**config.mk**
```make
export PLATFORM = sky130hd
export DESIGN_NAME = dm_arbiter
export DESIGN_NICKNAME = d
export VERILOG_FILES = /design/src/rtl/dm_arb_pkg.sv /design/src/rtl/dm_rr_arb.sv /design/src/rtl/dm_arbiter.sv
export SDC_FILE = /design/constraint.sdc
export NUM_CORES = 1
export LEC_CHECK = 0
export CAP_MARGIN = 20
export CORE_AREA = 2 2 126 128
export CTS_BUF_LIST = sky130_fd_sc_hd__clkbuf_2
export DETAILED_ROUTE_END_ITERATION = 16
export DIE_AREA = 0 0 128 130
export PLACE_DENSITY = 0.82
export RECOVER_POWER = 25
export SLEW_MARGIN = 20
export SYNTH_ARGS = -nofsm -noshare
export SYNTH_HDL_FRONTEND = slang
export SYNTH_SLANG_ARGS = --single-unit
```
**constraint.sdc**
```tcl
create_clock -name clk -period 1.8 [get_ports clk]
set_input_delay 0.36 -clock clk [delete_from_list [all_inputs] [get_ports clk]]
set_output_delay 0.36 -clock clk [all_outputs]
set_load 0.01 [all_outputs]
```
**src/rtl/dm_arb_pkg.sv**
```systemverilog
// Shared types and constants for the two-port data-memory arbiter.
// Also holds the round-robin pick function used by dm_rr_arb.
package dm_arb_pkg;

    localparam int DM_DATA_MEM_SIZE = 32;
    localparam int WORD_BYTES       = 4;
    localparam int NUM_REQ          = 2;

    typedef enum logic [1:0] {
        ST_IDLE   = 2'd0,
        ST_ACCESS = 2'd1,
        ST_RESP   = 2'd2
    } dm_state_e;

    typedef logic req_id_t;

    // On a tie, hand the grant to whoever did not win last time.
    function automatic req_id_t rr_pick(input logic [NUM_REQ-1:0] req, input req_id_t last);
        if (req[0] && req[1]) rr_pick = ~last;
        else if (req[1])      rr_pick = 1'b1;
        else                  rr_pick = 1'b0;
    endfunction

endpackage

```
**src/rtl/dm_rr_arb.sv**
```systemverilog
// Two-way round-robin picker with its last-grant pointer.
// The pointer resets to 1, so requester 0 wins the first tie.
module dm_rr_arb
    import dm_arb_pkg::*;
(
    input  logic               clk,
    input  logic               rst_n,
    input  logic [NUM_REQ-1:0] i_req,
    input  logic               i_en,
    output logic               o_gnt,
    output req_id_t            o_gnt_id
);

    req_id_t r_last;

    assign o_gnt    = i_en && (|i_req);
    assign o_gnt_id = rr_pick(i_req, r_last);

    always_ff @(posedge clk or negedge rst_n) begin
        if (!rst_n)     r_last <= 1'b1;
        else if (o_gnt) r_last <= o_gnt_id;
    end

endmodule

```
**src/rtl/dm_arbiter.sv**
```systemverilog
// Arbitrates the CPU data port (0) and the loader (1) onto one data memory,
// one transaction per three cycles. Define DM_ARB_BOUNDS_CHECK_EN for range checking.
module dm_arbiter
    import dm_arb_pkg::*;
#(
    parameter int DATA_MEM_SIZE = DM_DATA_MEM_SIZE,
    parameter int ADDR_W        = 32
) (
    input  logic              clk,
    input  logic              rst_n,
    input  logic              req0,
    input  logic              we0,
    input  logic [ADDR_W-1:0] addr0,
    input  logic [31:0]       wdata0,
    output logic              ack0,
    output logic [31:0]       rdata0,
    output logic              err0,
    input  logic              req1,
    input  logic              we1,
    input  logic [ADDR_W-1:0] addr1,
    input  logic [31:0]       wdata1,
    output logic              ack1,
    output logic [31:0]       rdata1,
    output logic              err1,
    output logic [31:0]       MemAddr,
    output logic [31:0]       MemWriteData,
    output logic              MemWrite,
    input  logic [31:0]       MemReadData,
    output logic              busy
);

    dm_state_e r_state, w_state_nxt;

    logic [NUM_REQ-1:0]             w_req, w_we;
    logic [NUM_REQ-1:0][ADDR_W-1:0] w_addr;
    logic [NUM_REQ-1:0][31:0]       w_wdata;
    logic                           w_gnt;
    req_id_t                        w_gnt_id;
    logic [ADDR_W-1:0]              w_sel_addr;
    logic                           w_oob;

    req_id_t                  r_owner;
    logic                     r_we;
    logic                     r_err;
    logic [31:0]              r_mem_addr;
    logic [31:0]              r_mem_wdata;
    logic [NUM_REQ-1:0][31:0] r_rdata;

    assign w_req   = {req1, req0};
    assign w_we    = {we1, we0};
    assign w_addr  = {addr1, addr0};
    assign w_wdata = {wdata1, wdata0};

    dm_rr_arb u_rr_arb (
        .clk      (clk),
        .rst_n    (rst_n),
        .i_req    (w_req),
        .i_en     (r_state == ST_IDLE),
        .o_gnt    (w_gnt),
        .o_gnt_id (w_gnt_id)
    );

    assign w_sel_addr = w_addr[w_gnt_id];

`ifdef DM_ARB_BOUNDS_CHECK_EN
    localparam logic [ADDR_W-1:0] ADDR_LIMIT = ADDR_W'(DATA_MEM_SIZE - WORD_BYTES);
    // The whole word must fit, so the last legal byte address is SIZE-4.
    assign w_oob = (w_sel_addr > ADDR_LIMIT);
`else
    assign w_oob = 1'b0;
`endif

    always_ff @(posedge clk or negedge rst_n) begin
        if (!rst_n) r_state <= ST_IDLE;
        else        r_state <= w_state_nxt;
    end

    always_comb begin
        w_state_nxt = r_state;
        case (r_state)
            ST_IDLE:   if (w_gnt) w_state_nxt = ST_ACCESS;
            ST_ACCESS: w_state_nxt = ST_RESP;
            ST_RESP:   w_state_nxt = ST_IDLE;
            default:   w_state_nxt = ST_IDLE;
        endcase
    end

    // Request capture; MemAddr/MemWriteData hold between grants.
    always_ff @(posedge clk or negedge rst_n) begin
        if (!rst_n) begin
            r_owner     <= 1'b0;
            r_we        <= 1'b0;
            r_err       <= 1'b0;
            r_mem_addr  <= '0;
            r_mem_wdata <= '0;
        end else if (w_gnt) begin
            r_owner     <= w_gnt_id;
            r_we        <= w_we[w_gnt_id];
            r_err       <= w_oob;
            r_mem_addr  <= 32'(w_sel_addr);
            r_mem_wdata <= w_wdata[w_gnt_id];
        end
    end

    always_ff @(posedge clk or negedge rst_n) begin
        if (!rst_n) begin
            r_rdata <= '0;
        end else if (r_state == ST_ACCESS) begin
            r_rdata[r_owner] <= (r_we || r_err) ? 32'd0 : MemReadData;
        end
    end

    assign MemAddr      = r_mem_addr;
    assign MemWriteData = r_mem_wdata;
    assign MemWrite     = (r_state == ST_ACCESS) && r_we && !r_err;
    assign busy         = (r_state != ST_IDLE);

    assign ack0   = (r_state == ST_RESP) && (r_owner == 1'b0);
    assign ack1   = (r_state == ST_RESP) && (r_owner == 1'b1);
    assign err0   = ack0 && r_err;
    assign err1   = ack1 && r_err;
    assign rdata0 = r_rdata[0];
    assign rdata1 = r_rdata[1];

endmodule

```
==> results of run 1 <==
-- layer usage --
layer  GRT usage (%)  share of wire [%]  up-vias
li1                -                  -     2776
met1           26.74                 39     2826
met2           39.41                 52      254
met3           4.756                5.7       49
met4           11.18                3.5        0
met5               0                  0        -
-- timing repair --
action / 4_1_cts / 5_1_grt
gates resized for setup: 282 / 133
gates cloned: 0 / 3
hold buffers: 1 / 0
pin swaps: 3 / 2
buffers inserted: 56 / 43
hold endpoints to repair: 81 / 0
endpoints found under the setup margin: 132 / 166
-- layout make-up --
class	instances	area, um^2
tap	192	240.2
antenna	1	2.502
fill	1256	5643
multi-input combinational	370	2401
clock buffer	17	85.08
clock inverter	14	161.4
sequential	133	3331
timing repair buffer	426	3561
-- flip-flops by register name, indices dropped and copies added (netlist names) --
name and count:
r_owner 1, MemAddr 32, r_state 2, r_we 1, rdata0 32, MemWriteData 32, rdata1 32, u_rr_arb.r_last 1
-- cell families after synthesis --
family | after synthesis
AO/OA/AOI/OAI | 196
buffers and inverters | 54
AND/OR/NAND/NOR | 170
multiplexers | 2
other | 1
flip-flops | 133
-- critical path, delay by kind of cell (launching register included) --
family | cells | cell delay (ns)
buffers and inverters | 1 | 0.13
and+or+nand+nor | 1 | 0.26
DFF | 1 | 0.48
-- through the flow --
stage	cell area [um^2]	cells	utilization [%]	total power, mW	setup slack, ns
after floorplan	5989	557	-	9.569	0.3607
after global placement	9195	1018	59.61	13.57	-0.0004904
after detailed placement	9195	1018	59.61	13.80	-0.06658
after CTS	9856	1106	63.90	15.86	-0.2183
after global routing	9782	1153	63.42	17.45	-0.2300
final	9782	1153	63.42	16.39	-0.1124
-- power by group through the flow --
stage / Clock [mW] / Combinational, mW / Sequential (mW)
6_report: 1.90 / 9.20 / 5.29
5_1_grt: 2.09 / 9.91 / 5.45
4_1_cts: 1.94 / 8.65 / 5.26
3_5_place_dp: 0 / 8.41 / 5.40
3_3_place_gp: 0 / 8.19 / 5.38
2_1_floorplan: 0 / 3.62 / 5.95
-- worst max-delay path by stage --
stage	slack, ns	to	cells after the start
3_5_place_dp	-0.07	MemWriteData[25]$_DFFE_PN0P_	5
6_report	-0.11	busy	2
5_1_grt	-0.23	MemWrite	3
2_1_floorplan	0.36	r_owner$_DFFE_PN0P_	5
4_1_cts	-0.22	MemWrite	3
3_3_place_gp	-0.0005	MemAddr[15]$_DFFE_PN0P_	5
-- cells in the final DEF (no fill, tap or decap), types with 9 or more instances in the layout --
master / netlist / layout
sky130_fd_sc_hd__clkbuf_2: 0 / 117
sky130_fd_sc_hd__buf_2: 22 / 11
sky130_fd_sc_hd__clkdlybuf4s15_1: 0 / 20
sky130_fd_sc_hd__o21ai_0: 36 / 36
sky130_fd_sc_hd__a211oi_1: 62 / 62
sky130_fd_sc_hd__nand2_1: 129 / 129
sky130_fd_sc_hd__buf_4: 5 / 108
sky130_fd_sc_hd__clkdlybuf4s50_1: 0 / 164
sky130_fd_sc_hd__dfrtp_1: 132 / 131
sky130_fd_sc_hd__o21ai_1: 28 / 28
sky130_fd_sc_hd__nand2b_1: 32 / 32
sky130_fd_sc_hd__a2bb2oi_1: 45 / 39
sky130_fd_sc_hd__a2bb2oi_2: 20 / 26
sky130_fd_sc_hd__buf_12: 0 / 9
==> summary.md, run 1 <==
* outcome: complete, but fails checks
* violations in the final reports: capacitance limit, slew limit, setup timing
* detailed-route wire length per cell: 17.45 um
* clock slew at reported path FFs: 0.21 ns
* global-route wire length before repair: 29.22 mm
* IO Count: 300
* hold path startpoint: addr0[29]
* least setup slack across all paths after layout: -0.1124 ns
* net switching power of the design: 6.222 mW
* post-synthesis instance area: 5986 um^2
* main combinational cell family by area after synthesis: compound AO/OA/AOI/OAI gates
* post-route antenna net violation count: 0
* end point of the most critical hold path: MemAddr[29]$_DFFE_PN0P_
* sort of element at the end of the critical path: output port
* Max FO, Critical Path: 6
* Synth top area share: 55.18%
* maximum number of pins on one net before global-route repair: 65
* Peak Freq: 522.9 MHz
* cell accounting for the most synthesized area: sky130_fd_sc_hd__dfrtp_1
* Post-synth EDFFs: 0
* sum of overflow across all layers after global routing: 0
* unrepaired setup endpoints after global routing: yes
* width of the die: 128 um
* worst reg2reg startpoint: r_state[1]$_DFFE_PN0P_
* share of the cycle needed by the critical path after routing: 106.2%
* cells on worst reg2reg path: 6
* sum of negative setup slack: -0.3174 ns
* main flop type after synthesis: sky130_fd_sc_hd__dfrtp_1
* basic-gate share of the synthesized area counting and, or, nand and nor cells: 12.81%
* Pwr Density: 1676 nW/um^2
* most instantiated library cell after synthesis: sky130_fd_sc_hd__dfrtp_1
* cell-by-cell listing of the critical path: or2_4 > buf_6
* worst hold slack: 0.1648 ns
* cell-internal power: 10.17 mW
* vias per cell: 5.121
* yosys synthesis warning count: 0
* CTS tree: built
* class of the tightest hold or removal check: input pin to flop
* insertion delay of the later-clocked pin in the worst-skew pair: 0.71 ns
* worst clock skew: 0.02788 ns
* share of power burned in combinational logic: 56.1%
* worst hold path cell count: 3
* minimum clock period: 1.912 ns
* Critical Path Source Type: flop
* final setup violating endpoints: 4
* placer's final routability congestion estimate: 0.8301
* Leak: 4.489 nW
* multiplexer share of the synthesized area: 0.3763%
* synthesized-area fraction occupied by ao, oa, aoi and oai cells: 25.71%
* Die ar.: 16640 um^2
* CTS H-Tree Depth: 4
* part of the power in the clock network: 11.6%
* Synth Area in XOR/XNOR: 0%
* DRC viols: 0
* fraction of layout instances using a drive strength above 1: 32.29%
* most common library cells after synthesis: sky130_fd_sc_hd__dfrtp_1 (132), sky130_fd_sc_hd__nand2_1 (129), sky130_fd_sc_hd__a211oi_1 (62)
* CTS Buf Count: 17
* post-detail-place hpwl: 13.36 mm
* worst setup path startpoint: r_state[1]$_DFFE_PN0P_
* Flop pwr share: 32.3%
* height of the die: 130 um
* Initial Utilization: 38.81%
* CP max stage cell: sky130_fd_sc_hd__dfrtp_2
* Mapped Cells: 556
* antenna violations before repair: 1
* arithmetic-cell share of the synthesized area counting full adders, half adders and majority gates: 0%
* total wire length: 20.12 mm
* number of DRC markers after the initial detailed-route iteration: 329
* slew at the pin with the worst max-slew slack: 1.502 ns
* number of rows in the core area: 46
* core area: 15420 um^2
* sequential share of the synthesized area: 55.62%
* total number of clock tree sinks: 133
* Required @ worst endpoint: 1.44 ns
* Avg Inst Size Synth: 10.77 um^2
* worst reg2reg path endpoint: r_owner$_DFFE_PN0P_
* worst setup slack for register-to-register paths: 0.03 ns
* number of synthesized register bits: 133
* max-cap violations: 1
* Worst VDD drop: 0.7644 mV
* synth top area cells: sky130_fd_sc_hd__dfrtp_1 (55%), sky130_fd_sc_hd__nand2_1 (8.1%), sky130_fd_sc_hd__a211oi_1 (7.8%), sky130_fd_sc_hd__a2bb2oi_1 (6.6%), sky130_fd_sc_hd__a2bb2oi_2 (5.0%)
* clock tree root buffer cell: sky130_fd_sc_hd__clkbuf_2
* count of distinct cell types in the synthesized netlist: 28
* Relative slew margins: -0.1571%
* fraction of synthesis flops using an asynchronous set or reset pin: 100.0%
* worst setup path category: flop to output port
* delay contributed by the slowest stage of the critical path: 0.48 ns
* fraction of power spent switching nets: 37.95%
* number of search-and-repair iterations in the first detailed-routing pass: 5
* number of failing hold endpoints at the final stage: 0
* max-slew violation count: 58
* net count reported at finish: 1114
* data arrival time of the critical path: 1.55 ns
* via count: 5905
* I/O Buffers: 297
* total routing usage reported by global routing: 22.62%
* Clock Tree Buf Depth: 2
* number of global-route vias before repair: 5740
* area overhead of the layout relative to synthesis: 63.42%
Note: power is estimated with default switching activity, not from simulation.
==> inputs of run 2 (changes only) <==
--- a/config.mk
+++ b/config.mk
@@ -10,6 +10,7 @@
 export CTS_BUF_LIST = sky130_fd_sc_hd__clkbuf_2
 export DETAILED_ROUTE_END_ITERATION = 16
 export DIE_AREA = 0 0 128 130
+export MAX_ROUTING_LAYER = met4
 export PLACE_DENSITY = 0.82
 export RECOVER_POWER = 25
 export SLEW_MARGIN = 20
==> run 2 against run 1 <==
  * The flow still finishes with violations (capacitance limit, slew limit, setup timing)
  * Cell count about the same
  * Core utilization down 0.71 points
  * Flip-flop and latch count unchanged
  * Global-route usage up 0.76 points
  * Sequential power about the same
  * Hold slack worse by 0.0064 ns
  * Clock skew about the same
  * Clock power about the same
  * Die area unchanged
  * Critical path depth unchanged
  * Clock-buffer cell count unchanged
  * Non-clock buffer count down 1
==> summary.md, run 2 (synthesized netlist as in run 1, its figures left out) <==
* Peak Freq: 520.8 MHz
* IO Count: 300
* fraction of layout instances using a drive strength above 1: 33.89%
* post-route cell area: 9672 um^2
* Relative slew margins: -1.447%
* commonest cells after routing, fill and taps aside: sky130_fd_sc_hd__clkdlybuf4s50_1 (164), sky130_fd_sc_hd__clkbuf_2 (135), sky130_fd_sc_hd__dfrtp_1 (131)
* global-route wire length before repair: 29.26 mm
* total number of clock tree sinks: 133
* placer's final routability congestion estimate: 0.8428
* DRC viols: 0
* violations in the final reports: capacitance limit, slew limit, setup timing
* total wire length: 20.12 mm
* Max FO, Critical Path: 6
* worst hold slack: 0.1584 ns
* sum of overflow across all layers after global routing: 0
* worst clock skew: 0.02827 ns
* worst setup path startpoint: r_state[1]$_DFFE_PN0P_
* maximum number of pins on one net before global-route repair: 65
* core area: 15420 um^2
* hold path startpoint: addr0[29]
* number of buffers and inverters on the critical path: 1
* final setup violating endpoints: 4
* number of cells on the critical path: 2
* CP max stage cell: sky130_fd_sc_hd__dfrtp_2
* post-route antenna net violation count: 0
* Clock Tree Buf Depth: 2
* Worst VDD drop: 0.7629 mV
* Overall Power: 16.27 mW
* number of search-and-repair iterations in the first detailed-routing pass: 6
* number of rows in the core area: 46
* delay contributed by the slowest stage of the critical path: 0.48 ns
* insertion delay of the later-clocked pin in the worst-skew pair: 0.71 ns
* number of DRC markers after the initial detailed-route iteration: 307
* slew at the pin with the worst max-slew slack: 1.522 ns
* worst setup path category: flop to output port
* height of the die: 130 um
* Die ar.: 16640 um^2
* final core utilization: 62.70%
* clock slew at reported path FFs: 0.21 ns
* CTS H-Tree Depth: 4
* cells on worst reg2reg path: 6
* antenna violations before repair: 1
* data arrival time of the critical path: 1.56 ns
* width of the die: 128 um
* area overhead of the layout relative to synthesis: 61.58%
* CTS tree: built
* least setup slack across all paths after layout: -0.1200 ns
* instance area at placement: 9195 um^2
* Initial Utilization: 38.81%
* post-detail-place hpwl: 13.36 mm
* cell-by-cell listing of the critical path: or2_4 > buf_6
* unrepaired setup endpoints after global routing: yes
* net count reported at finish: 1113
* share of the cycle needed by the critical path after routing: 106.7%
* clock tree root buffer cell: sky130_fd_sc_hd__clkbuf_2
* worst hold path cell count: 3
* total routing usage reported by global routing: 23.38%
* class of the tightest hold or removal check: input pin to flop
* worst reg2reg startpoint: r_state[1]$_DFFE_PN0P_
* via count: 5889
* Required @ worst endpoint: 1.44 ns
* Pwr Density: 1683 nW/um^2
* max-cap violations: 1
* delay-heaviest family, CP: flip-flops
* outcome: complete, but fails checks
* max-slew violation count: 59
* sort of element at the end of the critical path: output port
* vias per cell: 5.112
* detailed-route wire length per cell: 17.47 um
* CTS Buf Count: 17
* number of failing hold endpoints at the final stage: 0
* minimum clock period: 1.920 ns
* number of global-route vias before repair: 5720
* Leak: 4.473 nW
* I/O Buffers: 297
* Critical Path Source Type: flop
* most common cell after layout, fill and taps aside: sky130_fd_sc_hd__clkdlybuf4s50_1
run 2: changes by cell type in the layout (fill, tap and decap cells not counted):
cell,previous run,this run
sky130_fd_sc_hd__clkbuf_2,117,135
sky130_fd_sc_hd__buf_6,7,8
sky130_fd_sc_hd__buf_4,108,106
sky130_fd_sc_hd__mux2_1,0,1
sky130_fd_sc_hd__a2bb2oi_1,39,40
sky130_fd_sc_hd__clkbuf_1,1,2
sky130_fd_sc_hd__mux2_4,2,1
sky130_fd_sc_hd__a2bb2oi_2,26,25
sky130_fd_sc_hd__clkdlybuf4s15_1,20,1
run 2: area by class of cell:
cell class / instances / area [um^2]
fill: 1278 / 5753
timing repair buffer: 425 / 3461
multi-input combinational: 370 / 2391
tap: 192 / 240.2
sequential: 133 / 3331
clock buffer: 17 / 85.08
clock inverter: 14 / 161.4
antenna: 1 / 2.502
run 2: per-layer routing:
layer	vias to the layer above	share of wire, %	routed length (um)	global-route usage (%)
li1	2769	-	-	-
met1	2835	40	8121	27.08
met2	236	51	10280	39.51
met3	49	5.2	1041	5.289
met4	0	3.4	682	9.696
met5	-	0	0	-
run 2: worst paths after layout:
check,slack (ns),to
min in group asynchronous,0.51,rdata0[25]$_DFFE_PN0P_
worst min register to register,0.51,rdata1[21]$_DFFE_PN0P_
max in group asynchronous,0.10,MemWriteData[26]$_DFFE_PN0P_
worst max-delay path,-0.12,busy
worst min-delay path,0.16,MemAddr[29]$_DFFE_PN0P_
worst max register to register,0.04,r_owner$_DFFE_PN0P_
run 2: metrics by stage:
stage               setup TNS, ns  instances  setup slack (ns)
finish                    -0.3414       1152           -0.1200
global route               -6.928       1152           -0.2422
CTS                       -0.6378       1106           -0.2183
detailed placement        -0.3162       1018          -0.06658
global placement       -0.0004904       1018        -0.0004904
floorplan                       0        557            0.3607
run 2: report_power, final:
| part | switching (mW) | internal [mW] |
|---|---|---|
| logic | 4.23 | 4.85 |
| registers | 0.853 | 4.44 |
| clock network | 1.15 | 0.757 |
run 2: what timing repair did:
action,in CTS,in global routing
pin swaps,3,2
buffers inserted,56,42
hold endpoints to repair,81,0
hold buffers,1,0
gates cloned,0,3
endpoints found under the setup margin,132,170
gates resized for setup,282,151
run 2: worst register-to-register path: cells and delay by family, from the launching register on:
family / cells / cell delay (ns)
simple gates: 2 / 0.48
flops: 1 / 0.48
mux: 1 / 0.29
buf+inv: 3 / 0.44
==> inputs of run 3 (changes only) <==
--- a/config.mk
+++ b/config.mk
@@ -6,12 +6,14 @@
 export NUM_CORES = 1
 export LEC_CHECK = 0
 export CAP_MARGIN = 20
-export CORE_AREA = 2 2 126 128
+export CELL_PAD_IN_SITES_DETAIL_PLACEMENT = 1
+export CELL_PAD_IN_SITES_GLOBAL_PLACEMENT = 2
+export CORE_AREA = 2 2 161 163
 export CTS_BUF_LIST = sky130_fd_sc_hd__clkbuf_2
 export DETAILED_ROUTE_END_ITERATION = 16
-export DIE_AREA = 0 0 128 130
+export DIE_AREA = 0 0 163 165
 export MAX_ROUTING_LAYER = met4
-export PLACE_DENSITY = 0.82
+export PLACE_DENSITY_LB_ADDON = 0.12
 export RECOVER_POWER = 25
 export SLEW_MARGIN = 20
 export SYNTH_ARGS = -nofsm -noshare
==> run 3 against run 2 <==
  * The flow finishes with violations (setup timing)
  * Combinational power shrank 10%
  * Clock-buffer cell count is the same
  * Flip-flop and latch count is the same
  * Setup slack lost 0.023 ns
  * Cell count grew 7.9%
  * Wire length grew 14%
  * Maximum frequency shrank 1.2%
  * Critical path depth grew 2
  * Non-clock buffer count shrank 49
  * Final area shrank 2.8%
  * Critical path type unchanged
  * Critical endpoint is now MemWrite
  * Largest cell class is now sequential cells
  * Highest routed layer unchanged
==> summary.md, run 3 (synthesized netlist as in run 1, its figures left out) <==
* outcome: complete, but fails checks
* violations in the final reports: setup timing
* unrepaired setup endpoints after global routing: yes
* Critical Path Source Type: flop
* delay-heaviest family, CP: flip-flops
* hold path startpoint: wdata0[2]
* CTS H-Tree Depth: 4
* global-route track usage on met2: 28.56%
* cell-internal power: 9.157 mW
* worst hold slack: 0.1660 ns
* number of DRC markers after the initial detailed-route iteration: 244
* Relative slew margins: 27.49%
* worst hold path cell count: 3
* area overhead of the layout relative to synthesis: 57.02%
* least setup slack across all paths after layout: -0.1431 ns
* class of the tightest hold or removal check: input pin to flop
* critical path's most frequent cell: sky130_fd_sc_hd__buf_6
* I/O Buffers: 297
* total routing usage reported by global routing: 17.48%
* Leak: 4.213 nW
* Flop pwr share: 34.5%
* number of failing hold endpoints at the final stage: 0
* delay contributed by the slowest stage of the critical path: 0.45 ns
* net count reported at finish: 1064
* worst setup slack for register-to-register paths: 0.13 ns
* width of the die: 163 um
* CTS tree: built
* post-detail-place hpwl: 16.01 mm
* global-route wire length before repair: 34.98 mm
* detailed-route wire length per cell: 18.51 um
* maximum number of pins on one net before global-route repair: 65
* data arrival time of the critical path: 1.58 ns
* post-route antenna net violation count: 0
* CP max stage cell: sky130_fd_sc_hd__dfrtp_1
* Pwr Density: 1632 nW/um^2
* GR Util met1: 21.51%
* Required @ worst endpoint: 1.44 ns
* Peak Freq: 514.6 MHz
* minimum clock period: 1.943 ns
* CTS Buf Count: 17
* share of the cycle needed by the critical path after routing: 108.0%
* worst setup path category: flop to output port
* commonest cells after routing, fill and taps aside: sky130_fd_sc_hd__clkdlybuf4s50_1 (164), sky130_fd_sc_hd__dfrtp_1 (131), sky130_fd_sc_hd__nand2_1 (129)
* Die ar.: 26900 um^2
* height of the die: 165 um
* worst clock skew: 0.03339 ns
* sum of overflow across all layers after global routing: 0
* vias per cell: 4.561
* max-cap violations: 0
* insertion delay of the later-clocked pin in the worst-skew pair: 0.70 ns
* Max FO, Critical Path: 3
* net switching power of the design: 6.182 mW
* fraction of power spent switching nets: 40.30%
* Worst VDD drop: 0.6182 mV
* number of search-and-repair iterations in the first detailed-routing pass: 4
* placer's final routability congestion estimate: 0.7915
* slew at the pin with the worst max-slew slack: 1.088 ns
* clock slew at reported path FFs: 0.24 ns
* DRC viols: 0
* via count: 5669
* part of the power in the clock network: 12.3%
* Clock Tree Buf Depth: 2
* final setup violating endpoints: 4
* busiest layer in global routing: met2
* met3 routing resource usage after global routing: 4.370%
* cells on worst reg2reg path: 5
* fraction of layout instances using a drive strength above 1: 30.41%
* clock tree root buffer cell: sky130_fd_sc_hd__clkbuf_2
* worst reg2reg startpoint: r_state[0]$_DFFE_PN0P_
* total number of clock tree sinks: 133
* sort of element at the end of the critical path: output port
* number of rows in the core area: 58
* number of global-route vias before repair: 6174
* Overall Power: 15.34 mW
* dpl ws: -0.1803 ns
* antenna violations before repair: 2
* number of buffers and inverters on the critical path: 2
* Initial Utilization: 23.91%
* total wire length: 23.01 mm
* worst reg2reg path endpoint: MemWriteData[29]$_DFFE_PN0P_
* fill cell instance count of the final layout: 2894
* IO Count: 300
* core area: 25040 um^2
* max-slew violation count: 0
* cell-by-cell listing of the critical path: buf_6 > nor2b_4 > and2_4 > buf_6
* most common cell after layout, fill and taps aside: sky130_fd_sc_hd__clkdlybuf4s50_1
* end point of the most critical hold path: MemWriteData[2]$_DFFE_PN0P_
* share of power burned in combinational logic: 53.2%
## run 3: final cells by class
cell class	count	area (um^2)	area share, %
Sequential cell	133	3331	35.44
Clock inverter	15	152.6	1.624
Antenna cell	2	5.005	0.05325
Tap cell	330	412.9	4.393
Clock buffer	17	85.08	0.9052
Timing Repair Buffer	376	3032	32.26
Multi-Input combinational cell	370	2381	25.33
## run 3: how the worst max path moves through the flow
stage | slack (ns) | startpoint | endpoint | cells past startpoint
3_3_place_gp | -0.10 | req1 | MemAddr[2]$_DFFE_PN0P_ | 5
4_1_cts | -0.24 | r_state[1]$_DFFE_PN0P_ | MemWrite | 4
5_1_grt | -0.32 | r_state[1]$_DFFE_PN0P_ | MemWrite | 4
3_5_place_dp | -0.18 | req1 | MemWriteData[29]$_DFFE_PN0P_ | 5
2_1_floorplan | 0.36 | r_state[1]$_DFFE_PN0P_ | r_owner$_DFFE_PN0P_ | 5
6_report | -0.14 | r_state[1]$_DFFE_PN0P_ | MemWrite | 4
## run 3: worst register-to-register path: cells and delay by family, from the launching register on
| kind | cells | cell delay (ns) |
|---|---|---|
| AO/OA/AOI/OAI | 1 | 0.23 |
| buffers and inverters | 2 | 0.38 |
| flip-flops | 1 | 0.48 |
| AND/OR/NAND/NOR | 2 | 0.48 |
## run 3: power by group through the flow
stage               Combinational [mW]  Clock [mW]  Sequential (mW)
floorplan                         3.62           0             5.95
global placement                  8.50           0             5.39
detailed placement                8.69           0             5.45
CTS                               8.23        2.02             5.31
global route                      8.90        2.15             5.48
finish                            8.16        1.89             5.29
## run 3: through the flow
step,TNS (ns),cell area [um^2],std cells,utilization (%)
after floorplan,0,5989,557,-
after global placement,-3.940,9385,1155,37.49
after detailed placement,-6.528,9385,1155,37.49
after CTS,-0.9065,9483,1224,37.88
after global routing,-1.422,9399,1243,37.54
final,-0.4826,9399,1243,37.54
## run 3: timing repair
item | in CTS | in global routing
pin swaps | 2 | 0
endpoints found under the hold margin | 132 | 0
gates resized for setup | 491 | 43
endpoints found under the setup margin | 132 | 63
cloned | 0 | 0
hold buffers | 1 | 0
setup buffers | 36 | 17
## run 3: layer usage
| metal | vias to the layer above | part of all wire [%] |
|---|---|---|
| met1 | 2784 | 43 |
| met5 | - | 0 |
| met3 | 26 | 6.5 |
| met4 | 0 | 1.8 |
| li1 | 2655 | - |
| met2 | 204 | 49 |
